[config.mk]
export PLATFORM = sky130hd
export DESIGN_NAME = analog_axis_emu
export DESIGN_NICKNAME = d
export VERILOG_FILES = /design/src/rtl/analog_axis_pkg.sv /design/src/rtl/analog_axis_chan.sv /design/src/rtl/analog_axis_emu.sv
export SDC_FILE = /design/constraint.sdc
export NUM_CORES = 1
export LEC_CHECK = 0
export BUFFER_PORTS_ARGS = -buffer_cell sky130_fd_sc_hd__buf_2
export CORE_ASPECT_RATIO = 1.4
export CORE_MARGIN = 3
export CORE_UTILIZATION = 45
export DETAILED_ROUTE_END_ITERATION = 7
export GPL_TIMING_DRIVEN = 0
export PLACE_DENSITY_LB_ADDON = 0.05
export SKIP_CTS_REPAIR_TIMING = 1
export SYNTH_ARGS = -nofsm -noshare
export SYNTH_HDL_FRONTEND = slang
export SYNTH_HIERARCHICAL = 1
export SYNTH_SLANG_ARGS = --single-unit
[constraint.sdc]
create_clock -name CLK_VIDEO -period 4.08 [get_ports CLK_VIDEO]
set_input_delay 0.204 -clock CLK_VIDEO [delete_from_list [all_inputs] [get_ports CLK_VIDEO]]
set_output_delay 0.204 -clock CLK_VIDEO [all_outputs]
set_load 0.02 [all_outputs]
[src/rtl/analog_axis_pkg.sv]
// Shared types and arithmetic helpers for the analog-axis synthesiser.
// Helpers work on int so one body serves every axis width.
package analog_axis_pkg;

  typedef enum logic [1:0] {
    MODE_PASS  = 2'd0,
    MODE_MOUSE = 2'd1,
    MODE_DPAD  = 2'd2
  } mode_e;

  // a + b clipped to the signed range of a w-bit value.
  function automatic int sat_add(input int a, input int b, input int w);
    int hi;
    int lo;
    int s;
    hi = (1 << (w - 1)) - 1;
    lo = -(1 << (w - 1));
    s  = a + b;
    if (s > hi) s = hi;
    else if (s < lo) s = lo;
    return s;
  endfunction

  function automatic int clamp_delta(input int d, input int lim);
    int r;
    r = d;
    if (r > lim) r = lim;
    else if (r < -lim) r = -lim;
    return r;
  endfunction

  // Move cur toward tgt by at most step, never overshooting.
  function automatic int step_toward(input int cur, input int tgt, input int step);
    int r;
    r = cur;
    if (cur < tgt) r = (cur + step > tgt) ? tgt : cur + step;
    else if (cur > tgt) r = (cur - step < tgt) ? tgt : cur - step;
    return r;
  endfunction

endpackage

[src/rtl/analog_axis_chan.sv]
// One controller port: PASS/MOUSE/DPAD mode FSM, X/Y axis registers and D-pad ramp.
// Mouse deltas arrive pre-clamped (and Y pre-inverted) from the top level.
module analog_axis_chan import analog_axis_pkg::*; #(
  parameter int AXIS_W    = 8,
  parameter int RAMP_STEP = 4
) (
  input  logic              CLK_VIDEO,
  input  logic              reset,
  input  logic              halt,
  input  logic [AXIS_W-1:0] joya_x,
  input  logic [AXIS_W-1:0] joya_y,
  input  logic [3:0]        dirs,
  input  logic              dpad_en,
  input  logic              ramp_ce,
  input  logic              mouse_evt,
  input  logic              is_mouse_port,
  input  logic              recenter_tick,
  input  logic signed [AXIS_W:0] dx,
  input  logic signed [AXIS_W:0] dy,
  input  logic [1:0]        btn_in,
  input  logic [1:0]        mouse_btn,
  output logic [AXIS_W-1:0] ax,
  output logic [AXIS_W-1:0] ay,
  output logic [1:0]        btn,
  output logic [1:0]        mode,
  output logic              dig_mask
);

  localparam int AMAX = (1 << (AXIS_W - 1)) - 1;

  mode_e             mode_q, mode_d;
  logic [AXIS_W-1:0] ax_q, ax_d, ay_q, ay_d;
  logic [1:0]        btn_q, btn_d;
  int                cur_x, cur_y, nx, ny, tgt_x, tgt_y;

  always_comb begin
    mode_d = mode_q;
    cur_x  = int'($signed(ax_q));
    cur_y  = int'($signed(ay_q));
    nx     = cur_x;
    ny     = cur_y;
    tgt_x  = 0;
    tgt_y  = 0;
    // dirs = {up, down, left, right}; opposing pairs cancel to centre.
    if (dirs[0] && !dirs[1]) tgt_x = AMAX;
    else if (dirs[1] && !dirs[0]) tgt_x = -AMAX;
    if (dirs[2] && !dirs[3]) tgt_y = AMAX;
    else if (dirs[3] && !dirs[2]) tgt_y = -AMAX;

    if (halt) begin
      mode_d = MODE_PASS;
      nx = 0;
      ny = 0;
    end else if (joya_x != '0 || joya_y != '0) begin
      mode_d = MODE_PASS;
      nx = int'($signed(joya_x));
      ny = int'($signed(joya_y));
    end else if (mouse_evt && is_mouse_port) begin
      mode_d = MODE_MOUSE;
      nx = sat_add(cur_x, int'(dx), AXIS_W);
      ny = sat_add(cur_y, int'(dy), AXIS_W);
    end else if (mouse_evt && mode_q == MODE_MOUSE) begin
      // The mouse has been re-routed to another port.
      mode_d = MODE_PASS;
      nx = 0;
      ny = 0;
    end else if (mode_q == MODE_MOUSE) begin
      if (recenter_tick) begin
        nx = step_toward(cur_x, 0, 1);
        ny = step_toward(cur_y, 0, 1);
      end
    end else if (mode_q == MODE_DPAD && !dpad_en) begin
      mode_d = MODE_PASS;
      nx = 0;
      ny = 0;
    end else if (dpad_en && (dirs != 4'b0000 || mode_q == MODE_DPAD)) begin
      mode_d = MODE_DPAD;
      if (mode_q != MODE_DPAD) begin
        nx = 0;
        ny = 0;
      end
      if (ramp_ce) begin
        nx = step_toward(nx, tgt_x, RAMP_STEP);
        ny = step_toward(ny, tgt_y, RAMP_STEP);
      end
    end else begin
      mode_d = MODE_PASS;
      nx = 0;
      ny = 0;
    end

    ax_d  = AXIS_W'(nx);
    ay_d  = AXIS_W'(ny);
    btn_d = btn_in | ((mode_d == MODE_MOUSE) ? mouse_btn : 2'b00);
  end

  always_ff @(posedge CLK_VIDEO) begin
    if (reset) begin
      mode_q <= MODE_PASS;
      ax_q   <= '0;
      ay_q   <= '0;
      btn_q  <= '0;
    end else begin
      mode_q <= mode_d;
      ax_q   <= ax_d;
      ay_q   <= ay_d;
      btn_q  <= btn_d;
    end
  end

  assign ax       = ax_q;
  assign ay       = ay_q;
  assign btn      = btn_q;
  assign mode     = mode_q;
  assign dig_mask = (mode_q != MODE_PASS);

endmodule

[src/rtl/analog_axis_emu.sv]
// Multi-port analog-axis synthesiser: mouse strobe detection, delta shaping and
// the shared idle counter live here; per-port behaviour is in analog_axis_chan.
module analog_axis_emu import analog_axis_pkg::*; #(
  parameter int NUM_PORTS   = 4,
  parameter int AXIS_W      = 8,
  parameter int DELTA_LIMIT = 10,
  parameter int RAMP_STEP   = 4,
  parameter int IDLE_TICKS  = 64,
  localparam int PORT_W     = (NUM_PORTS > 1) ? $clog2(NUM_PORTS) : 1
) (
  input  logic                        CLK_VIDEO,
  input  logic                        reset,
  input  logic [24:0]                 mouse_pkt,
  input  logic [PORT_W-1:0]           mouse_port,
  input  logic                        invert_y,
  input  logic                        recenter_en,
  input  logic                        dpad_en,
  input  logic                        ramp_ce,
  input  logic                        halt,
  input  logic [NUM_PORTS*4-1:0]      dig_joy,
  input  logic [NUM_PORTS*2-1:0]      btn_in,
  input  logic [NUM_PORTS*2*AXIS_W-1:0] joya_in,
  output logic [NUM_PORTS*AXIS_W-1:0] ax_out,
  output logic [NUM_PORTS*AXIS_W-1:0] ay_out,
  output logic [NUM_PORTS*2-1:0]      btn_out,
  output logic [NUM_PORTS-1:0]        dig_mask,
  output logic [NUM_PORTS*2-1:0]      mode_out
);

  localparam int IDLE_W = $clog2(IDLE_TICKS + 1);
  localparam logic [IDLE_W-1:0] IDLE_MAX = IDLE_W'(IDLE_TICKS);

  logic                   strobe_q, strobe_d;
  logic [IDLE_W-1:0]      idle_q, idle_d;
  logic                   mouse_evt, recenter_tick;
  logic signed [8:0]      raw_x, raw_y;
  logic signed [AXIS_W:0] dx, dy;
  int                     dx_i, dy_i;
  logic                   unused_pkt_bits;

  assign unused_pkt_bits = ^{mouse_pkt[3:2], mouse_pkt[7:6], mouse_pkt[8], mouse_pkt[16]};

  always_comb begin
    strobe_d  = mouse_pkt[24];
    mouse_evt = mouse_pkt[24] ^ strobe_q;
    // Packet bytes are halved (LSB dropped) before clamping.
    raw_x = {mouse_pkt[4], mouse_pkt[4], mouse_pkt[15:9]};
    raw_y = {mouse_pkt[5], mouse_pkt[5], mouse_pkt[23:17]};
    dx_i  = clamp_delta(int'(raw_x), DELTA_LIMIT);
    dy_i  = clamp_delta(int'(raw_y), DELTA_LIMIT);
    if (invert_y) dy_i = -dy_i;
    dx = (AXIS_W + 1)'(dx_i);
    dy = (AXIS_W + 1)'(dy_i);

    idle_d = idle_q;
    if (mouse_evt) idle_d = '0;
    else if (ramp_ce && idle_q != IDLE_MAX) idle_d = idle_q + IDLE_W'(1);
    // A packet on the same tick wins: no decay that cycle.
    recenter_tick = ramp_ce && !mouse_evt && recenter_en && (idle_q == IDLE_MAX);
  end

  // The strobe reference reloads even during reset so release sees no edge.
  always_ff @(posedge CLK_VIDEO) begin
    strobe_q <= strobe_d;
    if (reset) idle_q <= '0;
    else       idle_q <= idle_d;
  end

  for (genvar p = 0; p < NUM_PORTS; p++) begin : g_port
    analog_axis_chan #(
      .AXIS_W    (AXIS_W),
      .RAMP_STEP (RAMP_STEP)
    ) u_chan (
      .CLK_VIDEO     (CLK_VIDEO),
      .reset         (reset),
      .halt          (halt),
      .joya_x        (joya_in[p*2*AXIS_W +: AXIS_W]),
      .joya_y        (joya_in[p*2*AXIS_W + AXIS_W +: AXIS_W]),
      .dirs          (dig_joy[p*4 +: 4]),
      .dpad_en       (dpad_en),
      .ramp_ce       (ramp_ce),
      .mouse_evt     (mouse_evt),
      .is_mouse_port (mouse_port == PORT_W'(p)),
      .recenter_tick (recenter_tick),
      .dx            (dx),
      .dy            (dy),
      .btn_in        (btn_in[p*2 +: 2]),
      .mouse_btn     (mouse_pkt[1:0]),
      .ax            (ax_out[p*AXIS_W +: AXIS_W]),
      .ay            (ay_out[p*AXIS_W +: AXIS_W]),
      .btn           (btn_out[p*2 +: 2]),
      .mode          (mode_out[p*2 +: 2]),
      .dig_mask      (dig_mask[p])
    );
  end

endmodule

==> flow_summary.json <==
{
  "clock_sinks": 88,
  "die_y_um": 304,
  "syn-instance-count": 3988,
  "dr.pass1.iters": 6,
  "die_w_um": 219,
  "rsz0062_at_grt": "yes",
  "pwr_density_cell_nw_per_um2": 133,
  "grt-ovfl-total": 0,
  "fin_worst_skew_ps": 13.8,
  "fmax_mhz": 236,
  "ios": 206,
  "worstPathRequired_ps": 4390,
  "layout.nets": 5120,
  "yosysSeqAreaShare_pct": 6.17,
  "antenna_found_initial": 5,
  "grt_max_degree": 31,
  "initial_core_util_pct": 45.8,
  "synth-edff-count": 0,
  "min_period_ps": 4230,
  "place.gp.congestion": 0.986,
  "setup_viol": 41,
  "core-area_sq_um": 62400,
  "maxSlewViolCount": 0,
  "violations": "negative setup slack",
  "fp.dieArea_sq_um": 66600,
  "arrival_ps": 4540,
  "syn2layout_area_growth_pct": 27.5,
  "dr_total_vias": 33400,
  "path_class": "register to register",
  "tightest_slew_ps": 1300,
  "r2r_end": "g_port[3].u_chan/ax[6]",
  "whs_path_depth": 3,
  "clock_path_buffers": 2,
  "min_to": "g_port[0].u_chan/btn[1]",
  "drv_cap": 0,
  "synth_top_area_share_pct": 25.1,
  "synth_flop_cell": "dfxtp_1",
  "yosys_warnings": 6,
  "start_kind": "register",
  "whs_ps": 28.3,
  "syn_avg_cell_area_sq_um": 7.16,
  "hp-start": "btn_in[1]",
  "r2r-start": "g_port[3].u_chan/mode[1]",
  "setup_ws_ps": -154,
  "wl_per_cell_um": 21.5,
  "drt-initial-drc-count": 2464,
  "h-tree-depth": 3,
  "dp_hpwl_um": 86700,
  "cts_tree": "yes",
  "final_cells": 5248,
  "path_max_fanout": 8,
  "synth-seq-cells": 88,
  "grt_pass1_vias": 30400,
  "drc_errors": 0,
  "hold_path_class": "input pin to register",
  "placed_cells": 5014,
  "status": "complete, but fails checks",
  "end_kind": "register",
  "hold_viol": 0,
  "reg2reg_depth": 22,
  "syn_area_sq_um": 28600,
  "clkTransAtPathRegs_ps": 70,
  "yosysTopAreaCell": "ha_1",
  "leakagePower_nw": 15.5,
  "fp-row-count": 108,
  "synth_nets": 4691,
  "io_buffers": 199,
  "via_per_inst": 6.36,
  "fin_setup_tns_ps": -3060,
  "finalPower_w": 0.00483,
  "synth.area.top_cells": "ha_1 25%, a21oi_1 6.7%, dfxtp_1 6.2%",
  "grt_pass1_wl_um": 167000,
  "cts_buffers": 9,
  "gr-usage-all-layers_pct": 30.8,
  "async_reset_ff_share_pct": 0,
  "cts-root-buf": "clkbuf_16",
  "drive_gt1_share_pct": 25.3,
  "reg2reg_slack_ps": -150,
  "period_share_pct": 104,
  "ir_drop_v": 0.000219,
  "route.antenna.remaining_nets": 0,
  "wl_um": 113000,
  "worstSkewPairLatency_ps": 380,
  "relSlewSlack_pct": 13.1,
  "ys_types": 104
}
## cell usage after synthesis, drive strengths merged, types with 25 or more instances
cell,count
nor2,271
or3,34
or2,31
xnor2,56
nand4,102
and3,40
o211ai,72
a31oi,39
o21a,30
nor4,47
a21o,80
xor2,40
nand3,159
a21oi,383
a21boi,25
nand2b,31
a211oi,70
buf,49
clkbuf,102
and2,31
dfxtp,88
nor2b,50
o221ai,28
nand2,346
and4,28
inv,267
o21ai,325
mux2i,50
ha,573
nor3,104
o22ai,27
o31ai,44
## layout by cell type, fill, tap and decap left out, types with 21 or more instances in the layout
cell / n
dfxtp_2: 22
clkbuf_1: 48
buf_4: 188
clkbuf_4: 32
o211ai_1: 65
xor2_1: 39
o31ai_1: 37
nand3_1: 138
dfxtp_1: 59
a21oi_1: 342
and3_1: 32
a31oi_1: 31
o21ai_1: 52
nand4_1: 96
a21o_1: 79
xnor2_1: 53
o21a_1: 30
ha_4: 55
a21oi_2: 35
nor4_1: 32
a211oi_1: 49
buf_6: 40
inv_1: 230
nand2b_1: 29
nand2_1: 310
ha_1: 510
a211o_1: 22
nor3_1: 87
mux2i_1: 40
nor2_1: 257
buf_2: 209
o221ai_1: 24
a21boi_0: 21
o21ai_0: 253
nor2b_1: 45
## power by group
| group | switching [W] | total, W | internal, W |
|---|---|---|---|
| Sequential | 0.0000700 | 0.000956 | 0.000887 |
| Clock | 0.000415 | 0.000987 | 0.000572 |
| Combinational | 0.00173 | 0.00288 | 0.00115 |
## sequential cells by signal (all words and copies together), names as in the netlist
register	flops
idle_q	7
strobe_q	1
g_port.u_chan/mode	8
g_port.u_chan/ax	32
g_port.u_chan/ay	32
g_port.u_chan/btn	8
## critical path, cell delays in order, from the launching register on
cell and delay [ps]:
dfxtp_4 390, nor2b_4 150, buf_6 140, buf_8 110
buf_12 110, nand2_8 60, inv_4 70, ha_4 140
nand3_4 90, or3_4 400, ha_4 270, inv_2 30
ha_4 240, and4_4 220, nand4_1 140, a21oi_2 150
and4b_1 230, o211ai_1 200, buf_4 170, o211ai_4 160
mux2i_1 180, a311o_1 330, a21oi_2 160
## logic make-up (layout without fill, tap and decap cells)
logic type	after synthesis	after routing	share of synthesized area (%)
flops	88	88	6.17
buf+inv	422	854	6.06
compound gates	1401	1402	32.9
other cells	0	1	0
simple gates	1325	1325	23.4
fa+ha+maj	582	582	25.7
xor+xnor	96	96	2.94
mux	74	75	2.79
## routing by layer
metal,wire (um),GRT usage (%)
met4,7730,17.9
met3,6600,3.61
met1,45400,37.9
met2,52900,51.3
met5,56,0
## area by class of cell
cell class | instances | area, sq um
Antenna cell | 1 | 2.50
Buffer | 149 | 1030
Clock buffer | 12 | 256
Clock inverter | 4 | 76.3
Fill cell | 6023 | 26000
Inverter | 271 | 1100
Multi-Input combinational cell | 3480 | 28100
Sequential cell | 88 | 1820
Tap cell | 825 | 1030
Timing Repair Buffer | 418 | 2960
## worst max-delay path by stage
stage                                  start                endpoint  slack, ps  cells past startpoint
global placement                mouse_pkt[5]  g_port[3].u_chan/ay[4]      -1460                     20
global route        g_port[3].u_chan/mode[1]  g_port[3].u_chan/ax[6]       -290                     22
floorplan                      mouse_pkt[22]  g_port[0].u_chan/ay[5]        -20                     21
CTS                             mouse_pkt[5]  g_port[3].u_chan/ay[4]      -1010                     20
detailed placement              mouse_pkt[5]  g_port[3].u_chan/ay[4]      -1380                     19
finish              g_port[3].u_chan/mode[1]  g_port[3].u_chan/ax[6]       -150                     22
## per-stage QoR
step / cell area, sq um / setup WS (ps) / utilization [%]
6_report: 36400 / -154 / 58.3
5_1_grt: 36400 / -289 / 58.3
4_1_cts: 31200 / -1010 / 49.9
3_5_place_dp: 30800 / -1380 / 49.4
3_3_place_gp: 30800 / -1460 / 49.4
2_1_floorplan: 28800 / -18.8 / -
No activity file was read; power rests on OpenSTA's default activity.
